### src/rtl/execute_control_if.sv
// rtl/execute_control_if.sv - E-stage control bundle between decode/latch and execute_control
//
// Purpose: groups the E-stage decoded controls/operands and the back-channel
//          outputs toward fetch into one interface.
// Signals:
//   validE, isMulE, isDivE, isModE, isCmpE     E-stage instruction class
//   isBeqE, isBgtE, isUbranchE, isRetE         E-stage branch class
//   op1E, op2E, branchTargetE                  operands / PC-relative target
//   stallC, aluDoneE                           multicycle ALU handshake
//   isBranchTakenE, branchPCE, flushF          fetch redirect
//   flagEQ, flagGT                             architectural compare flags
// Modports: master drives the E-stage inputs, slave is execute_control.
interface execute_control_if #(
    parameter int WIDTH = 32
) ();
    logic             validE;
    logic             isMulE;
    logic             isDivE;
    logic             isModE;
    logic             isCmpE;
    logic             isBeqE;
    logic             isBgtE;
    logic             isUbranchE;
    logic             isRetE;
    logic [WIDTH-1:0] op1E;
    logic [WIDTH-1:0] op2E;
    logic [WIDTH-1:0] branchTargetE;
    logic             stallC;
    logic             aluDoneE;
    logic             isBranchTakenE;
    logic [WIDTH-1:0] branchPCE;
    logic             flushF;
    logic             flagEQ;
    logic             flagGT;

    modport master (
        output validE, isMulE, isDivE, isModE, isCmpE,
        output isBeqE, isBgtE, isUbranchE, isRetE,
        output op1E, op2E, branchTargetE,
        input  stallC, aluDoneE, isBranchTakenE, branchPCE, flushF,
        input  flagEQ, flagGT
    );

    modport slave (
        input  validE, isMulE, isDivE, isModE, isCmpE,
        input  isBeqE, isBgtE, isUbranchE, isRetE,
        input  op1E, op2E, branchTargetE,
        output stallC, aluDoneE, isBranchTakenE, branchPCE, flushF,
        output flagEQ, flagGT
    );
endinterface

### src/rtl/execute_control.sv
// rtl/execute_control.sv - execute-stage stall, branch redirect and flag control
//
// Purpose: stalls the F/E latch while a multicycle mul/div/mod occupies E,
//          resolves branches from the registered EQ/GT flags, and owns the
//          flags register written by cmp.
// Ports:
//   clk    in  rising-edge clock
//   reset  in  asynchronous active-low reset
//   bus    execute_control_if.slave (E-stage controls in, back-channel out)
module execute_control #(
    parameter int WIDTH      = 32,
    parameter int MUL_CYCLES = 3,
    parameter int DIV_CYCLES = 8,
    parameter int CNT_W      = 4
) (
    input  logic              clk,
    input  logic              reset,
    execute_control_if.slave  bus
);
    localparam logic [0:0] IDLE = 1'b0;
    localparam logic [0:0] BUSY = 1'b1;

    // Counter load is N-2: the IDLE cycle and the final cnt==0 cycle account
    // for the other two cycles of residency.
    localparam logic [CNT_W-1:0] MUL_LOAD = CNT_W'((MUL_CYCLES >= 2) ? MUL_CYCLES - 2 : 0);
    localparam logic [CNT_W-1:0] DIV_LOAD = CNT_W'((DIV_CYCLES >= 2) ? DIV_CYCLES - 2 : 0);
    localparam logic             MUL_ONE  = (MUL_CYCLES < 2);
    localparam logic             DIV_ONE  = (DIV_CYCLES < 2);

    logic [0:0]       state, state_next;
    logic [CNT_W-1:0] cnt, cnt_next;
    logic             flag_eq, flag_gt;
    logic             stall, alu_done, taken;
    logic             longop, single_cycle;
    logic [CNT_W-1:0] load_val;
    logic [WIDTH-1:0] op1, op2;

    assign op1 = bus.op1E;
    assign op2 = bus.op2E;

    assign longop       = bus.validE & (bus.isMulE | bus.isDivE | bus.isModE);
    // Decode is one-hot; mul wins if several long-op bits are set anyway.
    assign single_cycle = bus.isMulE ? MUL_ONE : DIV_ONE;
    assign load_val     = bus.isMulE ? MUL_LOAD : DIV_LOAD;

    always_comb begin
        stall      = 1'b0;
        alu_done   = 1'b0;
        state_next = state;
        cnt_next   = cnt;
        // Outputs are gated by reset so the stall drops asynchronously.
        if (reset) begin
            case (state)
                IDLE: begin
                    if (longop && !single_cycle) begin
                        stall      = 1'b1;
                        cnt_next   = load_val;
                        state_next = BUSY;
                    end else if (longop) begin
                        alu_done = 1'b1;
                    end else begin
                        alu_done = bus.validE;
                    end
                end
                BUSY: begin
                    if (cnt != '0) begin
                        stall    = 1'b1;
                        cnt_next = cnt - CNT_W'(1);
                    end else begin
                        alu_done   = 1'b1;
                        state_next = IDLE;
                    end
                end
                default: begin
                    state_next = IDLE;
                    cnt_next   = '0;
                end
            endcase
        end
    end

    always_ff @(posedge clk or negedge reset) begin
        if (!reset) begin
            state   <= IDLE;
            cnt     <= '0;
            flag_eq <= 1'b0;
            flag_gt <= 1'b0;
        end else begin
            state <= state_next;
            cnt   <= cnt_next;
            if (bus.validE && bus.isCmpE && !stall) begin
                flag_eq <= (op1 == op2);
                flag_gt <= ($signed(op1) > $signed(op2));
            end
        end
    end

    // Stall has priority: a branch coinciding with a long op waits.
    assign taken = reset & bus.validE & ~stall &
                   (bus.isUbranchE | bus.isRetE |
                    (bus.isBeqE & flag_eq) | (bus.isBgtE & flag_gt));

    assign bus.stallC         = stall;
    assign bus.aluDoneE       = alu_done;
    assign bus.isBranchTakenE = taken;
    assign bus.flushF         = taken;
    assign bus.branchPCE      = bus.isRetE ? op1 : bus.branchTargetE;
    assign bus.flagEQ         = flag_eq;
    assign bus.flagGT         = flag_gt;
endmodule
### src/flat_wrapper.sv
// flat-port wrapper written by rule: the top's interface ports become plain ports
module execute_control_flat 
#(
    parameter int WIDTH      = 32,
    parameter int MUL_CYCLES = 3,
    parameter int DIV_CYCLES = 8,
    parameter int CNT_W      = 4
)
  (clk, reset, bus_validE, bus_isMulE, bus_isDivE, bus_isModE, bus_isCmpE, bus_isBeqE, bus_isBgtE, bus_isUbranchE, bus_isRetE, bus_op1E, bus_op2E, bus_branchTargetE, bus_stallC, bus_aluDoneE, bus_isBranchTakenE, bus_branchPCE, bus_flushF, bus_flagEQ, bus_flagGT);
  execute_control_if #(.WIDTH(WIDTH)) bus_i ();
  input  logic clk;
  input  logic reset;
  input wire logic [$bits(bus_i.validE)-1:0] bus_validE;
  input wire logic [$bits(bus_i.isMulE)-1:0] bus_isMulE;
  input wire logic [$bits(bus_i.isDivE)-1:0] bus_isDivE;
  input wire logic [$bits(bus_i.isModE)-1:0] bus_isModE;
  input wire logic [$bits(bus_i.isCmpE)-1:0] bus_isCmpE;
  input wire logic [$bits(bus_i.isBeqE)-1:0] bus_isBeqE;
  input wire logic [$bits(bus_i.isBgtE)-1:0] bus_isBgtE;
  input wire logic [$bits(bus_i.isUbranchE)-1:0] bus_isUbranchE;
  input wire logic [$bits(bus_i.isRetE)-1:0] bus_isRetE;
  input wire logic [$bits(bus_i.op1E)-1:0] bus_op1E;
  input wire logic [$bits(bus_i.op2E)-1:0] bus_op2E;
  input wire logic [$bits(bus_i.branchTargetE)-1:0] bus_branchTargetE;
  output wire logic [$bits(bus_i.stallC)-1:0] bus_stallC;
  output wire logic [$bits(bus_i.aluDoneE)-1:0] bus_aluDoneE;
  output wire logic [$bits(bus_i.isBranchTakenE)-1:0] bus_isBranchTakenE;
  output wire logic [$bits(bus_i.branchPCE)-1:0] bus_branchPCE;
  output wire logic [$bits(bus_i.flushF)-1:0] bus_flushF;
  output wire logic [$bits(bus_i.flagEQ)-1:0] bus_flagEQ;
  output wire logic [$bits(bus_i.flagGT)-1:0] bus_flagGT;
  assign bus_i.validE = bus_validE;
  assign bus_i.isMulE = bus_isMulE;
  assign bus_i.isDivE = bus_isDivE;
  assign bus_i.isModE = bus_isModE;
  assign bus_i.isCmpE = bus_isCmpE;
  assign bus_i.isBeqE = bus_isBeqE;
  assign bus_i.isBgtE = bus_isBgtE;
  assign bus_i.isUbranchE = bus_isUbranchE;
  assign bus_i.isRetE = bus_isRetE;
  assign bus_i.op1E = bus_op1E;
  assign bus_i.op2E = bus_op2E;
  assign bus_i.branchTargetE = bus_branchTargetE;
  assign bus_stallC = bus_i.stallC;
  assign bus_aluDoneE = bus_i.aluDoneE;
  assign bus_isBranchTakenE = bus_i.isBranchTakenE;
  assign bus_branchPCE = bus_i.branchPCE;
  assign bus_flushF = bus_i.flushF;
  assign bus_flagEQ = bus_i.flagEQ;
  assign bus_flagGT = bus_i.flagGT;
  execute_control #(.WIDTH(WIDTH), .MUL_CYCLES(MUL_CYCLES), .DIV_CYCLES(DIV_CYCLES), .CNT_W(CNT_W)) u_core (.clk(clk), .reset(reset), .bus(bus_i));
endmodule
### config.mk
export PLATFORM = sky130hd
export DESIGN_NAME = execute_control_flat
export DESIGN_NICKNAME = d
export VERILOG_FILES = /design/src/rtl/execute_control_if.sv /design/src/rtl/execute_control.sv /design/src/flat_wrapper.sv
export SDC_FILE = /design/constraint.sdc
export NUM_CORES = 1
export LEC_CHECK = 0
export ABC_AREA = 1
export CAP_MARGIN = 15
export CORE_MARGIN = 2
export CORE_UTILIZATION = 35
export CTS_BUF_LIST = sky130_fd_sc_hd__clkbuf_16
export CTS_CLUSTER_DIAMETER = 100
export DETAILED_ROUTE_END_ITERATION = 7
export PLACE_DENSITY = 0.88
export SLEW_MARGIN = 20
export SYNTH_ARGS = -nofsm -noshare
export SYNTH_HDL_FRONTEND = slang
export SYNTH_SLANG_ARGS = --single-unit
export TNS_END_PERCENT = 10
### constraint.sdc
create_clock -name clk -period 2.7 [get_ports clk]
set_input_delay 0.81 -clock clk [delete_from_list [all_inputs] [get_ports clk]]
set_output_delay 0.81 -clock clk [all_outputs]
set_load 0.02 [all_outputs]
* Word level (Yosys, flattened, before mapping)
Index checks and enable logic that the tools add are counted.
** Cells by class
- Bitwise logic cells :: 13
- Add/subtract/negate cells :: 1
- Multiplexer cells :: 13
- Order comparisons :: 1
- Reductions and logical operators :: 5
- Equality and inequality tests :: 3
** Operators with widths (count)
- 32-bit equality test :: 1
- 32-bit greater-than comparator :: 1
- 32-bit 2-to-1 mux :: 1
- 4-bit 2-to-1 mux :: 2
- 4-bit one-hot mux with 2 select lines :: 1
- 1-bit AND :: 6
- 1-bit 2-to-1 mux :: 6
- 1-bit OR :: 5
- 1-bit one-hot mux with 2 select lines :: 2
- 4-bit nonzero test :: 1
- 4-bit by 1-bit subtractor with 4-bit output, second input constant :: 1
- 3-bit 2-to-1 mux :: 1
- 3-bit AND reduction :: 1
- 1-bit logical AND :: 2
- 2-bit by 1-bit inequality test with 1-bit output, second input constant :: 1
- 2-bit inequality test, second input constant :: 1
- 1-bit inverter :: 2
- 1-bit logical NOT :: 1
** Storage, ports and cells
- Flip-flop bits (word level) :: 7
- Input bits :: 107
- Output and inout port bits :: 38

* Longest topological paths before layout
- Word-level depth :: 9
- Gate-level depth with buffers :: 16
- Gate-level depth less buffers :: 16

* Worst setup path after synthesis
OpenSTA, ideal clock, no wires.
- Kind :: input -> output
- Start :: in bus_isMulE
- End :: out bus_isBranchTakenE
- Data required time :: 1.890 ns
- Setup slack :: -0.677 ns
- Arrival time :: 2.567 ns
- Stages :: 6
- Cell sequence :: nor2_1 > nand2_1 > nand3_1 > nand2_2 > a2111oi_0 > buf_4
** Between the ends
- Word-level cells in the longest chain between the ends :: 9
** RTL lines
- from (decl) :: RTL line flat_wrapper.sv:14 : input wire logic [$bits(bus_i.isMulE)-1:0] bus_isMulE;
- 1-bit OR (2 in a row) :: RTL line execute_control.sv:41 : assign longop = bus.validE & (bus.isMulE | bus.isDivE | bus.isModE);
- 1-bit AND :: RTL line execute_control.sv:41
- 1-bit 2-to-1 mux :: RTL line execute_control.sv:55 : if (longop && !single_cycle) begin
- 1-bit one-hot mux with 2 select lines :: RTL line execute_control.sv:53 : case (state)
- 1-bit 2-to-1 mux :: RTL line execute_control.sv:52 : if (reset) begin
- 1-bit inverter :: RTL line execute_control.sv:99 : assign taken = reset & bus.validE & ~stall &
- 1-bit AND (2 in a row) :: RTL line execute_control.sv:99
- to (decl) :: RTL line flat_wrapper.sv:27 : output wire logic [$bits(bus_i.isBranchTakenE)-1:0] bus_isBranchTakenE;
No other way between the ends.

* Worst setup path after layout
- Start :: in bus_op1E[20]
- End :: out bus_branchPCE[20]
** Between the ends
- Word-level cells in the longest chain between the ends :: 1
** RTL lines
- from (decl) :: RTL line flat_wrapper.sv:22 : input wire logic [$bits(bus_i.op1E)-1:0] bus_op1E;
- 32-bit 2-to-1 mux :: RTL line execute_control.sv:107 : assign bus.branchPCE = bus.isRetE ? op1 : bus.branchTargetE;
- to (decl) :: RTL line flat_wrapper.sv:28 : output wire logic [$bits(bus_i.branchPCE)-1:0] bus_branchPCE;
No other way between the ends.

==> flow_summary.yaml <==
status:
  outcome: "finished, violations left"
  failed_checks: "negative setup slack"
setup_path:
  start_kind: "primary input"
  critPathMaxFanout: 2
  worstSetupPathType: "primary input to output pin"
  worstPathRequired_ns: 1.89
  r2r-start: "u_core.cnt[1]"
  cp-startpoint: "bus_op1E[20]"
  crit_arrival_ns: 1.90
  setup.worst_path.end_class: "output pin"
detailed_routing:
  drt-initial-drc-count: 54
  wl_per_cell_um: 14.7
  ant_nets: 0
  via_per_inst: 4.89
  drcViolationCount: 0
  vias: 2285
  routed_wl_um: 6890
  firstDrtPassIters: 4
floorplan:
  start_util_pct: 35.7
  die_area_mm2: 0.00531
  die_h_um: 72.9
  die_w_um: 72.9
  placementRows: 25
  design.portCount: 145
  core_mm2: 0.00466
cells_and_area:
  syn2layout_area_growth_pct: 113
  finish.net_count: 554
  multiInputGateArea_mm2: 0.00131
  register_area_um2: 175
  diodes: 0
  finalNonFillerCells: 467
  final_common_cell: "clkdlybuf4s50_1"
  nFillCells: 347
  drive_above_1_share_pct: 24.2
  final_cell_mix: "clkdlybuf4s50_1 (100), inv_1 (46), buf_4 (41)"
sta:
  hold_viol: 0
  finClkSkew_ns: 0.00277
  final_max_slew_viol_count: 0
  setup_violations: 1
  whs_ns: 0.537
  period_share_pct: 101
  tightestPinTransition_ns: 0.298
  rsz0062_at_grt: "true"
  fin_crit_ns: 2.71
  finalWorstSetupSlack_ns: -0.0140
  fmax_mhz: 368
  relSlewSlack_pct: 80.1
synthesis:
  synth.avg_cell_area_um2: 7.22
  synth_area_mm2: 0.00166
  syn-num-nets: 370
  ys_types: 28
  synth-seq-cells: 7
  ys_seq_area_share_pct: 10.5
  netlist_instances: 230
  ys_warn_count: 0
clock_tree:
  h-tree-depth: 1
  cts.sinks: 7
  cts_max_path_buffers: 2
  tritoncts: "yes"
  numCtsBuffers: 3
  hold_buffers: 0
  clock_tree.root_cell: "clkbuf_16"
  clk_pin_slew_ns: 0.04
  clk_latency_ns: 0.24
global_route:
  met1_usage_pct: 25.2
  grt_max_degree: 16
  busiest_layer: "met2"
  grt.met2_usage_pct: 50.6
  grt.total_usage_pct: 26.2
  use_met3_pct: 5.94
  grt_pass1_wl_um: 10800
  grt_pass1_vias: 2341
  antenna_found_initial: 0
  overflow: 0
placed_design:
  dpl.cell_count: 462
  port_buffers: 144
  place_hpwl_um: 5670
  finalWeightedCongestion: 0.802
power_and_ir_drop:
  ir_worst_vdd_uv: 389
  leakage_nw: 1.80
  power_per_cell_area_mw_per_mm2: 349
min_path:
  min_from: "u_core.cnt[2]"
  hp-class: "flop to flop"
run:
  maxCapViolations: 0
==> where the power goes <==
part	leakage [nW]	total, mW	internal (mW)	switching [mW]
registers	0.0862	0.187	0.149	0.0376
clock network	0.0409	0.263	0.195	0.0674
logic	1.68	0.782	0.418	0.365
total	1.80	1.23	0.762	0.470
==> cell usage after synthesis <==
cell	number	share of area, %
mux2_2	31	21
nand3_1	6	1.8
o21a_1	2	0.90
nor2_2	1	0.38
nor3_2	1	0.60
nor2_1	10	2.3
nand3_2	1	0.60
nand4_1	2	0.75
nand2_2	3	1.1
inv_2	3	0.68
or2_2	1	0.38
buf_4	1	0.45
a21oi_1	20	6.0
o22ai_1	1	0.38
o21ai_0	9	2.7
o21ai_2	1	0.53
buf_2	4	1.2
nand2_1	40	9.0
nor3_1	1	0.30
a22o_1	1	0.53
dfrtp_1	7	11
ha_1	33	25
inv_1	46	10
a2111oi_0	1	0.53
o211ai_1	1	0.45
nand2_4	1	0.68
a21o_1	1	0.45
nor3b_1	1	0.45
==> worst max-delay path, cell delays in order <==
cell and delay [ns]:
clkdlybuf4s50_1 0.46, mux2_2 0.30, dlygate4sd2_1 0.33
==> state kept, by name (all words and copies together) (netlist names) <==
register and flops:
u_core.cnt 4, u_core.state 1, u_core.bus.flagEQ 1, u_core.bus.flagGT 1
==> layer usage <==
layer / vias to the layer above / part of all wire [%]
met5: - / 0
met1: 1028 / 35
met2: 100 / 54
met3: 26 / 7.3
li1: 1131 / -
met4: 0 / 4.2
==> metrics by stage <==
stage	util [%]	worst slack (ns)	power, mW	setup TNS [ns]	instance area (µm²)
after floorplan	-	0.000278	0.557	0	1670
after global placement	74.1	-0.592	0.947	-19.98	3450
after detailed placement	74.1	-0.648	0.981	-21.60	3450
after CTS	75.6	0.00402	1.23	0	3520
after global routing	75.8	-0.0230	1.32	-0.0230	3530
final	75.8	-0.0140	1.23	-0.0140	3530
==> cells by family after synthesis <==
group	Yosys count	share of synthesized area [%]
AOI/OAI and AO/OA	37	12.5
DFF	7	10.5
muxes	31	21.0
adders and majority gates	33	24.8
buffers and inverters	54	12.7
and+or+nand+nor	68	18.4
==> final timing paths <==
kind                                     endpoint  slack (ns)  cells past startpoint
worst max-delay path            bus_branchPCE[20]       -0.01                      3
worst min-delay path                u_core.cnt[2]        0.54                      1
worst max register to register  u_core.bus.flagGT        0.95                     12
worst min register to register      u_core.cnt[2]        0.54                      1
max in group asynchronous           u_core.cnt[3]        1.66                      2
min in group asynchronous           u_core.cnt[1]        0.90                      2
==> repair_timing <==
action / 4_1_cts / 5_1_grt
cloned: 1 / 0
pin swaps: 3 / 3
setup endpoints to repair: 36 / 15
resized for setup: 71 / 9
setup buffers: 0 / 0
==> area by class of cell <==
type | instances | share of cell area (%)
clock buffers | 3 | 2.12
clock inverters | 1 | 0.142
inverters | 49 | 5.20
multi-input cells | 169 | 37.1
flip-flops and latches | 7 | 4.96
well taps | 54 | 1.91
repair buffers | 184 | 48.6
(Power assumes the default switching activity.)
